**config.mk**
```make
export PLATFORM = sky130hd
export DESIGN_NAME = icache_line_filler
export DESIGN_NICKNAME = d
export VERILOG_FILES = /design/src/rtl/icache_line_filler.sv
export SDC_FILE = /design/constraint.sdc
export NUM_CORES = 1
export LEC_CHECK = 0
export BUFFER_PORTS_ARGS = -buffer_cell sky130_fd_sc_hd__buf_2
export CORE_MARGIN = 2
export CORE_UTILIZATION = 45
export DETAILED_ROUTE_END_ITERATION = 10
export PLACE_DENSITY_LB_ADDON = 0.08
export SYNTH_ARGS = -nofsm -noshare
export SYNTH_HDL_FRONTEND = slang
export SYNTH_SLANG_ARGS = --single-unit
```
**constraint.sdc**
```tcl
create_clock -name clk -period 15.15 [get_ports clk]
set_input_delay 3.03 -clock clk [delete_from_list [all_inputs] [get_ports clk]]
set_output_delay 3.03 -clock clk [all_outputs]
set_load 0.05 [all_outputs]
```
**src/rtl/icache_line_filler.sv**
```systemverilog
// Purpose: fills one 256-bit I-cache line from eight sequential 32-bit word reads.
// Latency: c_ready_o pulses 9 cycles after the strobe is sampled, plus one cycle per w_ack=0 wait.
// Backpressure: w_ack=0 stalls the fill in place; no new request is taken until c_strobe is seen low.
module icache_line_filler #(
    parameter int ADDR_WIDTH = 32,
    parameter int DATA_WIDTH = 32,
    parameter int LINE_SIZE  = 256
) (
    input  logic                  clk,
    input  logic                  rst,
    input  logic                  c_strobe,
    input  logic [ADDR_WIDTH-1:0] c_addr,
    output logic                  c_ready_o,
    output logic [LINE_SIZE-1:0]  c_dout_o,
    output logic                  w_req_o,
    output logic [ADDR_WIDTH-1:0] w_addr_o,
    input  logic                  w_ack,
    input  logic [DATA_WIDTH-1:0] w_data,
    output logic [31:0]           fill_cnt_o
);

    localparam int BASE_W = ADDR_WIDTH - 5;

    typedef enum logic [1:0] {
        IDLE  = 2'd0,
        RD    = 2'd1,
        DONE  = 2'd2,
        DRAIN = 2'd3
    } state_t;

    state_t                state_q, state_d;
    logic [BASE_W-1:0]     base_q, base_d;
    logic [2:0]            idx_q, idx_d;
    logic [LINE_SIZE-1:0]  line_q, line_d;
    logic                  req_q, req_d;
    logic                  rdy_q, rdy_d;
    logic [31:0]           cnt_q, cnt_d;

    // The low address bits select a byte inside the line and play no part in the fill.
    logic unused_addr_bits;
    assign unused_addr_bits = ^c_addr[4:0];

    // Word address is built from the latched base so mid-fill c_addr changes are invisible.
    assign w_addr_o   = (state_q == RD) ? {base_q, idx_q, 2'b00} : '0;
    assign w_req_o    = req_q;
    assign c_ready_o  = rdy_q;
    assign c_dout_o   = line_q;
    assign fill_cnt_o = cnt_q;

    // Next-state logic: request capture, word assembly, ready pulse and strobe drain.
    always_comb begin
        state_d = state_q;
        base_d  = base_q;
        idx_d   = idx_q;
        line_d  = line_q;
        req_d   = req_q;
        rdy_d   = rdy_q;
        cnt_d   = cnt_q;
        case (state_q)
            IDLE: begin
                if (c_strobe) begin
                    base_d  = c_addr[ADDR_WIDTH-1:5];
                    idx_d   = 3'd0;
                    req_d   = 1'b1;
                    state_d = RD;
                end
            end
            RD: begin
                if (w_ack) begin
                    // Word 0 lands in the most significant slot.
                    line_d[LINE_SIZE-1-DATA_WIDTH*int'(idx_q) -: DATA_WIDTH] = w_data;
                    if (idx_q == 3'd7) begin
                        req_d   = 1'b0;
                        rdy_d   = 1'b1;
                        state_d = DONE;
                    end else begin
                        idx_d = idx_q + 3'd1;
                    end
                end
            end
            DONE: begin
                rdy_d   = 1'b0;
                cnt_d   = cnt_q + 32'd1;
                state_d = DRAIN;
            end
            DRAIN: begin
                // The cache's registered strobe lingers one cycle past ready; wait it out.
                if (!c_strobe) begin
                    state_d = IDLE;
                end
            end
            default: begin
                state_d = IDLE;
            end
        endcase
    end

    // State register; reset aborts any fill in progress and discards the partial line.
    always_ff @(posedge clk or posedge rst) begin
        if (rst) begin
            state_q <= IDLE;
            base_q  <= '0;
            idx_q   <= 3'd0;
            line_q  <= '0;
            req_q   <= 1'b0;
            rdy_q   <= 1'b0;
            cnt_q   <= 32'd0;
        end else begin
            state_q <= state_d;
            base_q  <= base_d;
            idx_q   <= idx_d;
            line_q  <= line_d;
            req_q   <= req_d;
            rdy_q   <= rdy_d;
            cnt_q   <= cnt_d;
        end
    end

endmodule

```
# Word level (Yosys, flattened, before mapping)
# Cells that the tools add are included.
totals:
  input_bits: 68
  reg_bits: 322
  mem_bits_ro: 0
  ramBits: 0
  elab_cells: 49
  n_memories: 0
  out_inout_bits: 322
  latch_bits: 0
op_classes:
  bitwise_logic: 0
  addsub: 4
  n_reduce_logical: 9
  eq_ne: 9
  n_mux: 18
  mul: 0
  order_cmp: 0
  div_mod_pow: 0
  n_shift: 2
ops:
  columns: ["op", "count"]
  rows:
  - ["$shift 32x33->287 const A", 1]
  - ["$shiftx 32x33->287", 1]
  - ["$bwmux 256", 1]
  - ["$neg 9->33", 1]
  - ["$add 32x1->32 const B", 1]
  - ["$mux 32", 1]
  - ["$reduce_and 4->1", 3]
  - ["$mux 3", 3]
  - ["$sub 8x8->9 const A", 1]
  - ["$mux 2", 4]
  - ["$ne 2x2->1 const B", 4]
  - ["$pmux 2 s4", 1]
  - ["$pmux 3 s2", 1]
  - ["$mux 1", 5]
  - ["$eq 2x2->1 const B", 2]
  - ["$pmux 1 s2", 2]
  - ["$reduce_and 2->1", 2]
  - ["$reduce_bool 2->1", 2]
  - ["$add 3x1->3 const B", 1]
  - ["$eq 3x3->1 const B", 1]
  - ["$reduce_and 3->1", 1]
  - ["$eq 2x1->1 const B", 1]
  - ["$logic_not 2->1", 1]
  - ["$ne 2x1->1 const B", 1]

# Logic depth before layout (Yosys ltp)
# Gate-level depths: netlist of the first run.
logic_depth:
  word_depth: 4
  mapped_depth: 8
  depth_no_buf: 6

# Worst setup path after synthesis of the first run
# Ideal clock, no wire load.
synth_path:
  kind: "reg-to-output"
  startpoint: "register state_q[1]"
  endpoint: "output w_addr_o[10]"
  t_required_ns: 12.120
  path_slack_ns: 10.654
  path_stages_with_launch: 6
  path_buffers: 2
  t_arrival_ns: 1.466
  cell_sequence: "dfrtp_1 > inv_1 > ha_1 > buf_2 > clkbuf_1 > and2_1"
synth_via:
  elab_chain_len: 2
synth_rtl:
  columns: ["item", "line", "rtl"]
  rows:
  - ["start, declared", "31", "state_t state_q, state_d;"]
  - ["start signal, assigned", "109", "state_q <= state_d;"]
  - ["$eq 2x1->1", "44", "assign w_addr_o = (state_q == RD) ? {base_q, idx_q, 2'b00} : '0;"]
  - ["$mux 32", "44", null]
  - ["end, declared", "16", "output logic [ADDR_WIDTH-1:0] w_addr_o,"]
# No other way between the ends.

# Worst setup path after layout of the first run
layout_path:
  startpoint: "register state_q[1]"
  endpoint: "output w_addr_o[21]"
# The elaborated chain is that of the path after synthesis.

==> results.sh, run 1 <==
export IMPL_grt_max_degree=103
export IMPL_p_sw_share_pct=41.4
export IMPL_internal_power_mw=1.76
export IMPL_worstMarginPinSlew_ns=1.14
export IMPL_ys_types=32
export IMPL_clk_latency_ns=0.50
export IMPL_worstSetupStartpointType="flip-flop"
export IMPL_via_per_inst=5.16
export IMPL_vias=9605
export IMPL_die_area_um2=29000
export IMPL_fin_skew_ns=0.0112
export IMPL_pin_count=390
export IMPL_max_freq_mhz=188
export IMPL_synth_cells=1133
export IMPL_cts_root_buffer="clkbuf_16"
export IMPL_design_area_um2=15800
export IMPL_dr_pass1_iters=5
export IMPL_place_gp_congestion=0.791
export IMPL_cts_sinks=322
export IMPL_maxSlewViolCount=0
export IMPL_drc=0
export IMPL_grt_pass1_vias=9413
export IMPL_die_w_um=170
export IMPL_rr_worst_depth=6
export IMPL_syn_cell_area_um2=12400
export IMPL_setup_worst_path_start="state_q[1]$_DFFE_PP0P_"
export IMPL_synth_commonest_cells="dfrtp_1 (322), nand2_1 (307), o21ai_0 (199), a22o_1 (65), clkbuf_1 (59)"
export IMPL_io_buffers=382
export IMPL_ys_seq_area_share_pct=64.9
export IMPL_area_growth_pct=27.3
export IMPL_grt_pass1_wl_um=55000
export IMPL_period_minus_slack_ns=5.31
export IMPL_ys_ff_latch=322
export IMPL_critPathRequiredTime_ns=12.12
export IMPL_async_flop_share_pct=100
export IMPL_crit_fanout=26
export IMPL_combPwrFrac_pct=34.8
export IMPL_wl_per_cell_um=19.1
export IMPL_p_total_mw=3.00
export IMPL_tns_ns=0
export IMPL_max_slew_margin_rel_pct=23.6
export IMPL_layout_drive_gt1_share_pct=32.7
export IMPL_power_leakage_nw=8.41
export IMPL_crit_end="w_addr_o[21]"
export IMPL_r2r_start="state_q[1]$_DFFE_PP0P_"
export IMPL_synth_area_leader_cell="dfrtp_1"
export IMPL_die_y_um=170
export IMPL_hold_buffers=0
export IMPL_status="complete, no violations"
export IMPL_cts_reportedPaths_clkPinSlew_ns=0.06
export IMPL_rsz0062_at_grt="false"
export IMPL_synth_area_top_cells="dfrtp_1 (65%), nand2_1 (9.3%), o21ai_0 (8.0%)"
export IMPL_initial_core_util_pct=46.0
export IMPL_period_share_pct=35.1
export IMPL_postRouteAntennaNets=0
export IMPL_switchingPower_mw=1.24
export IMPL_clock_path_buffers=3
export IMPL_crit_arrival_ns=2.28
export IMPL_htreeDepth=2
export IMPL_synth_edff_count=0
export IMPL_synth_most_common_cell="dfrtp_1"
export IMPL_rr_endpoint="c_dout_o[157]$_DFFE_PP0P_"
export IMPL_core_um2=27000
export IMPL_max_cap_violations=0
export IMPL_synth_avg_cell_area_um2=11.0
export IMPL_seq_power_share_pct=36.6
export IMPL_dpl_cell_area_um2=14700
export IMPL_yosysWarnings=0
export IMPL_grt_ovfl_total=0
export IMPL_drt_iter0_drc=646
export IMPL_worstHoldPathType="reg2reg"
export IMPL_grt_use_total_pct=24.6
export IMPL_peakVddDrop_v=0.000134
export IMPL_finalHoldViolations=0
export IMPL_reg2reg_slack_ns=11.60
export IMPL_synth_top_cell_area_share_pct=64.9
export IMPL_synth_ff_type="dfrtp_1"
export IMPL_end_kind="output port"
export IMPL_hp_start="fill_cnt_o[31]$_DFFE_PP0P_"
export IMPL_diodes=0
export IMPL_cts_setup_buffers=0
export IMPL_numCtsBuffers=36
export IMPL_clkPwrFrac_pct=28.6
export IMPL_wl_um=35600
export IMPL_ctsResizeCount=0
export IMPL_nets=1575
export IMPL_dp_hpwl_um=24500
export IMPL_std_cell_rows=60
export IMPL_antenna_found_initial=1
export IMPL_powerDensity_nw_per_um2=190
export IMPL_cts_tree="yes"
export IMPL_setup_viol=0
export IMPL_criticalPathCategory="reg2out"
==> worst max-delay path, stage by stage, from the launching register on <==
cell and delay (ns):
dfrtp_1 0.39, inv_1 0.10, ha_1 0.49, buf_4 0.34
and2_1 0.18, buf_2 0.26
==> flip-flops by register name, summed over array words and instances, names as in the netlist <==
| register | cells |
|---|---|
| idx_q | 3 |
| base_q | 27 |
| c_dout_o | 256 |
| c_ready_o | 1 |
| state_q | 2 |
| w_req_o | 1 |
| fill_cnt_o | 32 |
==> area by class of cell <==
type | count | area (µm²)
clock buffer | 54 | 1060
clock inverter | 10 | 103
fill | 2405 | 11200
inverter | 7 | 33.8
multi-input combinational | 735 | 4140
sequential | 322 | 8060
tap | 341 | 427
timing repair buffer | 394 | 2000
==> routing by layer <==
metal / part of all wire, % / global-route usage, % / vias to the layer above
met5: 0.036 / 0 / -
met1: 44 / 33.0 / 4658
met2: 46 / 39.1 / 321
met3: 7.5 / 6.77 / 69
met4: 3.1 / 7.73 / 2
li1: - / - / 4555
==> through the flow <==
| step | utilization [%] | setup slack [ns] | hold WS [ns] | std cells |
|---|---|---|---|---|
| 6_report | 58.5 | 9.84 | 0.469 | 1863 |
| 5_1_grt | 58.5 | 9.70 | 0.494 | 1863 |
| 4_1_cts | 58.5 | 9.83 | 0.474 | 1863 |
| 3_5_place_dp | 54.2 | 9.41 | 0.463 | 1799 |
| 3_3_place_gp | 54.2 | 9.42 | 0.456 | 1799 |
| 2_1_floorplan | - | 3.21 | 0.471 | 1134 |
==> cells in the final DEF (no fill, tap or decap), types with 3 or more instances in the layout <==
cell / instances
mux2_2: 28
nand3_2: 8
clkbuf_1: 10
buf_4: 12
dfrtp_1: 322
inv_1: 6
nor2_1: 5
and2_1: 30
o21ai_0: 199
nor2_4: 3
and4_1: 4
and3_1: 5
clkbuf_8: 7
ha_1: 11
clkbuf_16: 37
clkinv_2: 7
xor2_1: 6
xnor2_1: 25
nand2_1: 307
nand4_1: 8
buf_2: 382
nand3_1: 11
a22o_1: 65
==> power groups by stage <==
| stage | Sequential [mW] | Clock, mW | Combinational [mW] |
|---|---|---|---|
| CTS | 1.10 | 0.875 | 1.06 |
| global route | 1.12 | 0.909 | 1.12 |
| finish | 1.10 | 0.859 | 1.05 |
| floorplan | 1.48 | 0 | 0.393 |
| detailed placement | 1.11 | 0 | 1.06 |
| global placement | 1.11 | 0 | 1.05 |
==> worst min-delay path by stage <==
stage,end,slack [ns],cells past startpoint
floorplan,base_q[0]$_DFFE_PP0P_,0.47,1
global placement,c_dout_o[168]$_DFFE_PP0P_,0.46,2
detailed placement,fill_cnt_o[31]$_DFFE_PP0P_,0.46,1
CTS,fill_cnt_o[31]$_DFFE_PP0P_,0.47,1
global route,c_dout_o[252]$_DFFE_PP0P_,0.49,2
finish,fill_cnt_o[31]$_DFFE_PP0P_,0.47,1
==> kinds of logic (layout without fill, tap and decap cells) <==
group           count (synthesis)  count (layout)  synth area share [%]
fa+ha+maj                      11              11                  1.11
buf+inv                        77             465                  2.48
other cells                     1               2                0.0302
flops                         322             322                  64.9
mux                            28              28                  2.54
compound gates                269             269                  12.9
simple gates                  394             394                  13.9
xor+xnor                       31              31                  2.19
Note: power is estimated with default switching activity, not from simulation.
==> run 2, diff against run 1 <==
Clock period 15.15 ns to 5.1 ns, I/O delays scaled along.
==> run 2 against run 1 <==
Compared with the run above:
- non-clock buffer count rose by 1
- first-iteration DRC count is 13% lower
- critical endpoint is now w_addr_o[5]
- sequential share of layout area down 0.052 points
- clock skew decreased by 0.0049 ns
- via count is 0.20% higher
- final cell count down 0.11%
- setup slack worse by 7.9 ns
- flip-flop and latch count is the same
- design area is 0.10% higher
- global-route usage down 0.054 points
- total power grew to 3.0 times the previous value
==> results.sh, run 2 (synthesized netlist as in run 1, its figures left out) <==
export IMPL_status="complete, no violations"
export IMPL_criticalPathCategory="reg2out"
export IMPL_cts_tree="yes"
export IMPL_max_slew_margin_rel_pct=23.7
export IMPL_worstSetupStartpointType="flip-flop"
export IMPL_end_kind="output port"
export IMPL_grt_pass1_vias=9445
export IMPL_grt_use_total_pct=24.5
export IMPL_critical_path_buf_inv_count=3
export IMPL_vias=9624
export IMPL_dp_hpwl_um=24200
export IMPL_critPathRequiredTime_ns=4.08
export IMPL_rr_endpoint="c_dout_o[52]$_DFFE_PP0P_"
export IMPL_max_stage_delay_ns=0.39
export IMPL_hold_buffers=0
export IMPL_drt_iter0_drc=565
export IMPL_postRouteAntennaNets=0
export IMPL_grt_ovfl_total=0
export IMPL_peakVddDrop_v=0.000378
export IMPL_ctsResizeCount=0
export IMPL_largest_reg_flops=256
export IMPL_cts_reportedPaths_clkPinSlew_ns=0.05
export IMPL_crit_arrival_ns=2.14
export IMPL_design_area_um2=15800
export IMPL_powerDensity_nw_per_um2=561
export IMPL_reg2reg_slack_ns=2.54
export IMPL_rr_worst_depth=7
export IMPL_slowest_stage="dfrtp_1"
export IMPL_period_share_pct=61.9
export IMPL_diodes=0
export IMPL_die_w_um=170
export IMPL_cts_setup_buffers=0
export IMPL_grt_max_degree=170
export IMPL_io_buffers=382
export IMPL_core_um2=27000
export IMPL_pin_count=390
export IMPL_dpl_cell_area_um2=14700
export IMPL_clk_latency_ns=0.50
export IMPL_via_per_inst=5.17
export IMPL_worst_path_dominant_cell_family="buffers and inverters"
export IMPL_setup_viol=0
export IMPL_layout_common_cells="buf_2 (382), dfrtp_1 (322), nand2_1 (307)"
export IMPL_cts_root_buffer="clkbuf_16"
export IMPL_layoutNonFillerInstCount=1861
export IMPL_layout_drive_gt1_share_pct=32.8
export IMPL_clock_path_buffers=3
export IMPL_max_cap_violations=0
export IMPL_maxSlewViolCount=0
export IMPL_max_freq_mhz=317
export IMPL_tns_ns=0
export IMPL_dr_pass1_iters=5
export IMPL_die_y_um=170
export IMPL_grt_pass1_wl_um=55000
export IMPL_std_cell_rows=60
export IMPL_wl_um=35500
export IMPL_critical_path_depth=5
export IMPL_place_gp_congestion=0.822
export IMPL_area_growth_pct=27.5
export IMPL_crit_fanout=33
export IMPL_path_cells="inv_1, ha_1, buf_4, and2_1, buf_2"
export IMPL_fin_skew_ns=0.00627
export IMPL_htreeDepth=2
export IMPL_worstHoldPathType="reg2reg"
export IMPL_period_minus_slack_ns=3.16
export IMPL_worstMarginPinSlew_ns=1.14
export IMPL_final_common_cell="buf_2"
export IMPL_power_leakage_nw=8.42
export IMPL_finalHoldViolations=0
export IMPL_setup_worst_path_start="state_q[1]$_DFFE_PP0P_"
export IMPL_numCtsBuffers=36
export IMPL_crit_end="w_addr_o[5]"
export IMPL_r2r_start="state_q[1]$_DFFE_PP0P_"
export IMPL_nets=1576
export IMPL_rsz0062_at_grt="false"
export IMPL_initial_core_util_pct=46.0
export IMPL_drc=0
export IMPL_place_inst=1800
export IMPL_die_area_um2=29000
export IMPL_wl_per_cell_um=19.1
export IMPL_fin_hold_ws_ns=0.471
export IMPL_cts_sinks=322
export IMPL_antenna_found_initial=0
-- run 2: cell count changes in the layout (fill, tap and decap cells not counted) --
cell / previous run / this run
buf_12: 0 / 2
clkbuf_1: 10 / 7
clkbuf_8: 7 / 10
buf_4: 12 / 11
clkinv_2: 7 / 6
bufinv_16: 2 / 1
inv_8: 1 / 0
-- run 2: worst min-delay path by stage --
stage | start | to | slack, ns | cells after the start
CTS | c_dout_o[63]$_DFFE_PP0P_ | c_dout_o[63]$_DFFE_PP0P_ | 0.48 | 2
global placement | c_dout_o[36]$_DFFE_PP0P_ | c_dout_o[36]$_DFFE_PP0P_ | 0.46 | 2
global route | c_dout_o[249]$_DFFE_PP0P_ | c_dout_o[249]$_DFFE_PP0P_ | 0.50 | 2
detailed placement | c_dout_o[163]$_DFFE_PP0P_ | c_dout_o[163]$_DFFE_PP0P_ | 0.47 | 2
finish | c_dout_o[163]$_DFFE_PP0P_ | c_dout_o[163]$_DFFE_PP0P_ | 0.47 | 2
floorplan | base_q[0]$_DFFE_PP0P_ | base_q[0]$_DFFE_PP0P_ | 0.47 | 1
-- run 2: area by class of cell --
class	instances	area, µm²
Sequential cell	322	8060
Clock buffer	54	1090
Clock inverter	7	60.1
Tap cell	341	427
Timing Repair Buffer	395	2030
Multi-Input combinational cell	735	4140
Fill cell	2418	11200
Inverter	7	30.0
-- run 2: power by group --
part	switching, mW	internal [mW]	leakage [nW]
clock	0.986	1.52	0.574
combinational	2.42	0.689	3.48
sequential	0.257	3.01	4.37
total	3.66	5.21	8.42
-- run 2: worst reg2reg max path, delay by kind of cell, from the launching register on --
| family | cells | cell delay [ns] |
|---|---|---|
| AOI/OAI and AO/OA | 1 | 0.10 |
| adders and majority gates | 1 | 0.35 |
| buffers and inverters | 2 | 0.61 |
| DFF | 1 | 0.39 |
| and+or+nand+nor | 3 | 0.99 |
-- run 2: metrics by stage --
stage               util [%]  setup slack, ns  power, mW
floorplan                  -           -0.215       5.57
global placement        54.3             2.29       6.40
detailed placement      54.3             2.29       6.44
CTS                     58.6             1.92       8.96
global route            58.6             1.81       9.33
finish                  58.6             1.94       8.88
-- run 2: routing by layer --
metal  part of all wire (%)  global-route usage, %  vias up
met5                      0                      0        -
met2                     46                   38.7      342
met1                     43                   32.8     4654
met3                    7.9                   6.65       67
met4                    3.3                   8.55        0
li1                       -                      -     4561
